==> src/rtl/mmips_wb_arbiter_pkg.sv <==
// Shared register-file write-back types and widths for the mmips write-side front end.
package mmips_wb_arbiter_pkg;

    localparam int unsigned DWORD = 32;
    localparam int unsigned RADDR = 5;
    localparam int unsigned NREGS = 32;

    typedef struct packed {
        logic [RADDR-1:0] addr;
        logic [DWORD-1:0] data;
    } wb_entry_t;

    typedef enum logic [1:0] {
        SRC_NONE = 2'd0,
        SRC_ALU  = 2'd1,
        SRC_FIFO = 2'd2
    } wb_src_e;

endpackage

==> src/rtl/mmips_wb_fifo.sv <==
// Synchronous load-result FIFO: registered head, no fall-through, pointers wrap modulo DEPTH.
module mmips_wb_fifo
    import mmips_wb_arbiter_pkg::*;
#(
    parameter int unsigned DEPTH = 4,
    parameter int unsigned AW    = 2
) (
    input  logic      clk,
    input  logic      rst,
    input  logic      push_i,
    input  wb_entry_t data_i,
    input  logic      pop_i,
    output wb_entry_t head_o,
    output logic [AW:0] count_o,
    output logic      full_o,
    output logic      empty_o
);

    localparam logic [AW:0] FULL_CNT = (AW+1)'(DEPTH);

    wb_entry_t       mem_q [DEPTH];
    logic [AW-1:0]   wr_ptr_q, wr_ptr_d;
    logic [AW-1:0]   rd_ptr_q, rd_ptr_d;
    logic [AW:0]     count_q,  count_d;
    logic            do_push, do_pop;

    assign full_o  = (count_q == FULL_CNT);
    assign empty_o = (count_q == '0);
    assign do_push = push_i && !full_o;
    assign do_pop  = pop_i && !empty_o;
    assign head_o  = mem_q[rd_ptr_q];
    assign count_o = count_q;

    always_comb begin
        wr_ptr_d = wr_ptr_q;
        rd_ptr_d = rd_ptr_q;
        count_d  = count_q;
        if (do_push) wr_ptr_d = wr_ptr_q + 1'b1;
        if (do_pop)  rd_ptr_d = rd_ptr_q + 1'b1;
        if (do_push && !do_pop)      count_d = count_q + 1'b1;
        else if (do_pop && !do_push) count_d = count_q - 1'b1;
    end

    always_ff @(posedge clk) begin
        if (rst) begin
            wr_ptr_q <= '0;
            rd_ptr_q <= '0;
            count_q  <= '0;
        end else begin
            wr_ptr_q <= wr_ptr_d;
            rd_ptr_q <= rd_ptr_d;
            count_q  <= count_d;
        end
    end

    // Storage needs no reset: entries are only visible once the count covers them.
    always_ff @(posedge clk) begin
        if (!rst && do_push) mem_q[wr_ptr_q] <= data_i;
    end

endmodule

==> src/rtl/mmips_wb_arbiter.sv <==
// Register-file write-port arbiter: ALU results take priority, buffered loads drain in gaps,
// and a pending-load scoreboard reports one busy bit per register.
module mmips_wb_arbiter
    import mmips_wb_arbiter_pkg::*;
#(
    parameter int unsigned DEPTH = 4,
    parameter int unsigned AW    = 2
) (
    input  logic             clk,
    input  logic             rst,
    input  logic             alu_valid,
    input  logic [RADDR-1:0] alu_addr,
    input  logic [DWORD-1:0] alu_data,
    input  logic             ld_valid,
    output logic             ld_ready,
    input  logic [RADDR-1:0] ld_addr,
    input  logic [DWORD-1:0] ld_data,
    input  logic             issue_valid,
    input  logic [RADDR-1:0] issue_addr,
    output logic             w,
    output logic [RADDR-1:0] w_addr_reg,
    output logic [DWORD-1:0] w_data_reg,
    output logic [NREGS-1:0] busy_mask,
    output logic [AW:0]      fifo_count
);

    wb_entry_t        head, ld_entry, sel;
    wb_src_e          src;
    logic             fifo_empty, fifo_full, pop;
    logic             w_q;
    wb_entry_t        wb_q;
    logic [NREGS-1:0] busy_q, busy_d;

    assign ld_entry = '{addr: ld_addr, data: ld_data};

    mmips_wb_fifo #(
        .DEPTH (DEPTH),
        .AW    (AW)
    ) u_fifo (
        .clk     (clk),
        .rst     (rst),
        .push_i  (ld_valid && ld_ready),
        .data_i  (ld_entry),
        .pop_i   (pop),
        .head_o  (head),
        .count_o (fifo_count),
        .full_o  (fifo_full),
        .empty_o (fifo_empty)
    );

    // Ready depends only on the registered count, so a same-cycle pop never frees a slot early.
    assign ld_ready = !fifo_full;

    always_comb begin
        src = SRC_NONE;
        sel = head;
        if (alu_valid) begin
            src = SRC_ALU;
            sel = '{addr: alu_addr, data: alu_data};
        end else if (!fifo_empty) begin
            src = SRC_FIFO;
        end
    end

    assign pop = (src == SRC_FIFO);

    // Issue is applied after the pop-clear so a same-cycle set of the same bit wins.
    always_comb begin
        busy_d = busy_q;
        if (pop) busy_d[head.addr] = 1'b0;
        if (issue_valid) busy_d[issue_addr] = 1'b1;
        busy_d[0] = 1'b0;
    end

    always_ff @(posedge clk) begin
        if (rst) begin
            w_q    <= 1'b0;
            wb_q   <= '0;
            busy_q <= '0;
        end else begin
            w_q    <= (src != SRC_NONE) && (sel.addr != '0);
            if (src != SRC_NONE) wb_q <= sel;
            busy_q <= busy_d;
        end
    end

    assign w          = w_q;
    assign w_addr_reg = wb_q.addr;
    assign w_data_reg = wb_q.data;
    assign busy_mask  = busy_q;

endmodule

==> config.mk <==
export PLATFORM = sky130hd
export DESIGN_NAME = mmips_wb_arbiter
export DESIGN_NICKNAME = d
export VERILOG_FILES = /design/src/rtl/mmips_wb_arbiter_pkg.sv /design/src/rtl/mmips_wb_fifo.sv /design/src/rtl/mmips_wb_arbiter.sv
export SDC_FILE = /design/constraint.sdc
export NUM_CORES = 1
export LEC_CHECK = 0
export ABC_AREA = 1
export CORE_AREA = 2 2 173 107
export DETAILED_ROUTE_END_ITERATION = 6
export DIE_AREA = 0 0 175 109
export GPL_TIMING_DRIVEN = 0
export PLACE_DENSITY = 0.9
export SKIP_LAST_GASP = 1
export SYNTH_ARGS = -nofsm -noshare
export SYNTH_HDL_FRONTEND = slang
export SYNTH_SLANG_ARGS = --single-unit
==> constraint.sdc <==
create_clock -name clk -period 3.8 [get_ports clk]
set_clock_uncertainty 0.15 [all_clocks]
set_input_delay 0.38 -clock clk [delete_from_list [all_inputs] [get_ports clk]]
set_output_delay 0.38 -clock clk [all_outputs]
set_load 0.01 [all_outputs]
After elaboration in Yosys (flattened, before gate mapping)
Memory sizes are Yosys's and may differ from the RTL's. A register that Yosys moved wholly into a read port is not among the register bits.
Index checks and enable logic that the tools add are counted.
Widths: inputs -> output; s select.

storage, ports and cells
  register bits after elaboration = 77
  memories kept = 1
  output and inout port bits = 74
  input bits = 84
  bits in writable memories = 148
  logic and storage cells = 55

operators by class
  bitwise gates (word level) = 3
  add/sub/neg operators = 4
  eq/ne operators = 2
  $lt $le $gt $ge = 4
  muxes and demuxes = 15
  reduce and logical (&&, ||, !) cells = 18

memory list
  memory        depth  bits a word  read ports  clocked after memory_dff  wr ports  RTL line             text
  u_fifo.mem_q  4      37           1           1                         1         mmips_wb_fifo.sv:21  wb_entry_t mem_q [DEPTH];

operators with widths
  cell                 number
  $mux 32              2
  $mux 37              1
  $and 32x32->32       1
  $not 32->32          1
  $or 32x32->32        1
  $lt 5x6->1 const B   2
  $demux 1 s5          2
  $ge 5x1->1 const B   2
  $logic_and 1x1->1    9
  $mux 2               4
  $mux 3               2
  $logic_not 1->1      5
  $reduce_bool 5->1    1
  $add 2x1->2 const B  2
  $mux 1               4
  $reduce_bool 2->1    2
  $add 3x1->3 const B  1
  $eq 3x3->1 const B   1
  $logic_not 3->1      1
  $sub 3x1->3 const B  1
  $eq 2x2->1 const B   1

Longest topological paths before layout
Gate-level depths: netlist of the first run.

  depth after elaboration = 9
  mapped depth = 12

Hierarchy
From an unflattened synthesis of the first run, not the netlist that was laid out.

unflattened totals
  cell total of the unflattened synthesis = 915
  area total of the unflattened synthesis = 9110.0 um^2

by module, submodules not included
  module            instances  cells each  area an instance (um^2)  sequential area each (um^2)
  mmips_wb_fifo     1          429         5982.0                   4624.4
  mmips_wb_arbiter  1          486         3128.0                   1381.3

Worst setup path after synthesis of the first run
Ideal clock, no wire load.

  path kind = input to register
  from = input port rst
  to = memory u_fifo.mem_q[0][0] in the netlist's numbering (enable)
  cell stages on the path = 5
  setup slack = 635 ps
  arrival = 2583 ps
  path through = clkbuf_1 -> inv_1 -> buf_1 -> nand2_1 -> nor2_1

between the ends
  longest elaborated chain between the ends = 4

RTL lines
  element                       RTL line                text
  start: declaration            mmips_wb_arbiter.sv:10  input logic rst,
  $logic_not 1->1               mmips_wb_fifo.sv:58     if (!rst && do_push) mem_q[wr_ptr_q] <= data_i;
  $logic_and 1x1->1             mmips_wb_fifo.sv:58
  $mux 1                        mmips_wb_fifo.sv:58
  $mux 1 (implied by the code)  mmips_wb_fifo.sv:58
  end: declaration              mmips_wb_fifo.sv:21

Every way passes these cells.

Final worst setup path of the first run
  from = input port rst
  to = memory u_fifo.mem_q[2][35] in the netlist's numbering (enable)

The elaborated chain is that of the path after synthesis.

==> results.cfg, run 1 <==
[run_status]
status = finished, final reports clean

[worst_setup_path]
path_delay_family = buffers and inverters
required_ns = 3.83
worstPathArrival_ns = 2.41
slowest_stage = nor2_4
cp_cell_sequence = clkbuf_1 > inv_1 > buf_1 > nand2_1 > nor2_4 > buf_12
startpoint_type = input port
crit_type = in -> reg
critPathCaptureType = register
cp_slowest_stage_delay_ns = 0.44
crit_buf_inv = 4
crit_fanout = 26

[clock_tree]
cts_hold_buf = 0
cts_tree = done
cts_resized = 0
clock-root-buffer = clkbuf_16
insertion_delay_ns = 0.50
htreeDepth = 1
clk_path_buf_depth = 3
cts.reportedPaths.clkPinSlew_ns = 0.07
cts_buffers = 20
cts.sinks = 226
cts_setup_buffers = 0

[routing]
dr.pass1.iters = 5
ant_nets = 0
vias = 7255
avgViaCountPerCell = 5.62
post_drt_wl_per_cell_um = 18.5
drcViolationCount = 0
wirelength_um = 23900
drtIter0Drc = 822

[synth]
syn_area_per_cell_um2 = 10.7
synthMuxAreaShare_pct = 0
syn_area_um2 = 9150
ys_types = 34
synth-xor-area-share_pct = 0.0957
async_flop_share_pct = 0
synth_edf_count = 148
yosys.area.top_type = edfxtp_1
syn_nets = 946
ys_seq_area_share_pct = 65.7
synth_compound_area_share_pct = 12.8
yosysWarnings = 0
synth_fa_ha_area_share_pct = 0.903
yosysMostFrequentCell = nand2_1
synth_common_cells = 199 x nand2_1, 148 x edfxtp_1, 96 x o21ai_0
synth_top_family_by_area = simple AND/OR/NAND/NOR gates
yosysTopAreaCellShare_pct = 48.6
ys_ff_latch = 226
synth-simple-area-share_pct = 16.5
yosys-top-cells-area = edfxtp_1 49%, dfxtp_1 17%, nand2_1 8.2%, o21ai_0 5.3%, nor2_1 3.1%
synthCells = 856
ys.flop_type = edfxtp_1

[place]
placed_area_um2 = 11100
dp.final_hpwl_um = 16300
io_buffers = 154
dp.cells = 1254
place_ws_ns = 0.970
place_congestion = 0.910

[sta]
period_share_pct = 62.7
postLayoutSetupSlackWorst_ns = 1.42
timing.hold.ws_ns = 0.118
rsz0062_at_grt = no
worst_pin_slew_ns = 1.08
slew_headroom_pct = 27.8
slew_violations = 0
max_clock_freq_mhz = 420
fin_tns_setup_ns = 0
hold_viol_final = 0
setup-violations-final = 0
finalCriticalPeriod_ns = 2.38

[pwr]
swShare_pct = 31.5
clock_power_share_pct = 28.4
powerDensity_nw_per_um2 = 583
combPwrFrac_pct = 28.0
ir_drop_uv = 291
finalPower_mw = 6.83
p_leak_nw = 4.12
switchingPower_mw = 2.15
seqPwrFrac_pct = 43.6
intPower_mw = 4.68

[grt]
met1_usage_pct = 33.8
track_usage_pct = 24.7
grt_max_degree = 29
grt_overflow = 0
grt_pass1_vias = 7045
grt_pass1_wl_um = 36800
use_met3_pct = 4.92
globalRouteMet2Util_pct = 40.3
gr-max-usage-layer = met2
antenna_found_initial = 1

[die]
row_count = 38
dieArea_um2 = 19100
fp.dieW_um = 175
core_area_um2 = 17600
start_util_pct = 51.9
ioPinCount = 158
die_h_um = 109

[cells_and_area]
drive_gt1_share_pct = 9.72
design_area_um2 = 11700
areaGrowthSynthToFinish_pct = 28.1
stdcell_count = 1291
final_core_util_pct = 66.5
largest_reg_flops = 148
fin_nets = 1126

[flow_run]
cap_viol_max_count = 0

[worst_hold_path]
hp-class = in -> reg
## layout make-up
type / instances / area [um2]
flip-flops and latches: 226 / 6010
fillers: 1271 / 5920
multi-input cells: 552 / 2810
repair buffers: 158 / 1620
clock buffers: 25 / 551
well taps: 240 / 300
plain buffers: 49 / 250
inverters: 29 / 114
clock inverters: 10 / 67.6
diodes: 2 / 5.00
## worst min-delay path, cell delays in order
cell and delay (ns):
buf_4 0.17, nand2_1 0.07, a31oi_1 0.07
## power groups by stage
stage / registers (mW) / clock network, mW / logic [mW]
after floorplan: 3.07 / 0 / 1.06
after global placement: 3.03 / 0 / 1.80
after detailed placement: 3.03 / 0 / 1.88
after CTS: 2.98 / 1.96 / 1.90
after global routing: 3.00 / 2.06 / 2.06
final: 2.98 / 1.94 / 1.91
## cell usage in the layout (no fill, tap or decap), types with 3 or more instances in the layout
master           count
nor2_1              72
nand2_2              7
dfxtp_1             78
nand2_4              9
nand2_1            199
clkinv_1             6
buf_6                4
edfxtp_1           148
buf_4                5
o21ai_0             96
nand3_2              9
nor2_8               3
o21ai_1             10
buf_1                3
o22ai_1             32
buf_2               14
ha_1                 5
inv_1               24
clkbuf_16           21
clkdlybuf4s50_1    154
buf_12               4
inv_2                3
nor2_4              11
o211ai_1             4
clkbuf_1            26
a31oi_1             32
nand3_1              6
a21oi_1             37
nor3_1              10
## layer usage
metal / vias to the layer above / wire (um) / part of all wire, %
li1: 3349 / - / -
met1: 3461 / 10200 / 43
met2: 400 / 10900 / 46
met3: 45 / 2210 / 9.3
met4: 0 / 552 / 2.3
met5: - / 0 / 0
## kinds of logic after synthesis
group	after synthesis
AO/OA/AOI/OAI	214
flip-flops	226
adder cells (fa/ha/maj)	6
other	1
buffers and inverters	78
AND/OR/NAND/NOR	330
XOR/XNOR	1
## path summary, 6_finish.rpt
kind	startpoint	to	slack [ns]	depth (start not counted)
min reg2reg	busy_mask[12]	busy_mask[12]	0.31	2
max reg2reg	u_fifo.count_o[0]	u_fifo.mem_q[2][35]	1.44	7
min	alu_valid	w_data_reg[0]	0.12	3
max	rst	u_fifo.mem_q[2][35]	1.42	6
(Power assumes the default switching activity.)
==> run 2: changes to the inputs <==
CORE_AREA = 2 2 182 112   (was 2 2 173 107)
DIE_AREA = 0 0 184 114   (was 0 0 175 109)
PLACE_DENSITY = 0.87   (was 0.9)
clock period = 2.1 ns   (was 3.8 ns; I/O delays follow)
==> run 2 against run 1 <==
  * Sequential power up 82%
  * Cell count up 2.7%
  * Clock-buffer cell count up 5
  * Register-to-register slack worse by 1.4 ns
  * Final area up 4.3%
  * Largest power group unchanged
  * Worst setup slack worse by 1.4 ns
==> results.cfg, run 2 (synthesis gave the netlist of run 1 again) <==
[cells_and_area]
final_core_util_pct = 62.6
areaGrowthSynthToFinish_pct = 33.7
drive_gt1_share_pct = 13.2
diodes = 0
fin_nets = 1148
largest_reg_flops = 148
layout_common_cells = 197 x nand2_1, 154 x clkdlybuf4s50_1, 148 x edfxtp_1
final_common_cell = nand2_1

[die]
die_h_um = 114
dieArea_um2 = 21000
ioPinCount = 158
fp.dieW_um = 184
core_area_um2 = 19500
row_count = 40
start_util_pct = 46.9

[sta]
period_share_pct = 99.7
worst_pin_slew_ns = 1.09
setup-violations-final = 0
max_clock_freq_mhz = 477
postLayoutSetupSlackWorst_ns = 0.00564
hold_viol_final = 0
slew_violations = 0
timing.hold.ws_ns = 0.121
fin_tns_setup_ns = 0
finalCriticalPeriod_ns = 2.09
rsz0062_at_grt = yes
slew_headroom_pct = 27.0

[routing]
post_drt_wl_per_cell_um = 19.9
ant_nets = 0
drtIter0Drc = 997
wirelength_um = 26300
dr.pass1.iters = 5
avgViaCountPerCell = 5.65
vias = 7493
drcViolationCount = 0

[place]
io_buffers = 154
dp.final_hpwl_um = 16600
place_congestion = 0.884
place_ws_ns = -1.05

[grt]
grt_pass1_wl_um = 40000
grt_overflow = 0
antenna_found_initial = 2
grt_max_degree = 20
grt_pass1_vias = 7089
track_usage_pct = 25.0

[worst_setup_path]
worstPathArrival_ns = 2.35
required_ns = 2.36
crit_type = reg -> reg
cp_slowest_stage_delay_ns = 0.44
crit_buf_inv = 2
startpoint_type = register
crit_fanout = 4
ff2ff_setup_slack_ns = 0.006
cp_cell_sequence = nor2_4 > nand2_1 > nand2_2 > inv_2 > ha_1 > inv_1 > fa_2 > o21ai_0 > a21oi_1
path_delay_family = adder cells
slowest_stage = fa_2
critPathCaptureType = register

[pwr]
powerDensity_nw_per_um2 = 1130
ir_drop_uv = 671
p_leak_nw = 4.35

[clock_tree]
insertion_delay_ns = 0.52
htreeDepth = 1
cts_buffers = 22
cts_tree = done
cts.reportedPaths.clkPinSlew_ns = 0.07
cts.sinks = 226
clock-root-buffer = clkbuf_16
clk_path_buf_depth = 3

[run_status]
status = finished, final reports clean

[flow_run]
cap_viol_max_count = 0

[worst_hold_path]
hp-class = in -> reg
[run 2: tightest hold or removal path: stages]
cell	delay, ns
clkbuf_1	0.14
clkbuf_1	0.24
a21oi_1	0.16
[run 2: final timing paths]
kind                     start                 to  cells past startpoint
max          u_fifo.count_o[1]  u_fifo.count_o[1]                      9
min                        rst      busy_mask[22]                      3
max reg2reg  u_fifo.count_o[1]  u_fifo.count_o[1]                      9
min reg2reg      busy_mask[31]      busy_mask[31]                      2
[run 2: cell type report]
class,instances,area [um2]
fillers,1428,7290
flip-flops and latches,226,6010
multi-input cells,556,2880
repair buffers,174,1780
clock buffers,30,663
well taps,252,315
plain buffers,49,253
clock inverters,10,210
inverters,29,114
[run 2: through the flow]
step	std cells	power, mW	cell area, um2
floorplan	856	7.49	9180
detailed placement	1262	8.90	11000
CTS	1322	13.6	12200
global route	1326	14.3	12200
global placement	1262	8.80	11000
finish	1326	13.8	12200
[run 2: report_power, final]
| part | total, mW | leakage, nW | switching, mW | internal [mW] |
|---|---|---|---|---|
| logic | 3.72 | 1.94 | 2.31 | 1.41 |
| clock network | 4.66 | 0.424 | 1.70 | 2.96 |
| registers | 5.42 | 1.99 | 0.234 | 5.19 |
[run 2: what timing repair did]
item                       CTS  global route
setup endpoints to repair  151           153
pin swaps                    6             2
gates resized for setup      7             9
hold endpoints to repair     4             0
cloned                       4             0
buffers inserted            14             4
hold buffers                 2             0
[run 2: routing by layer]
layer  vias up  wire length (um)  GRT usage, %
met5         -                26             0
met4         4               606          7.79
met3        57              2910          5.14
met2       479             12000          39.2
met1      3547             10800          35.3
li1       3406                 -             -
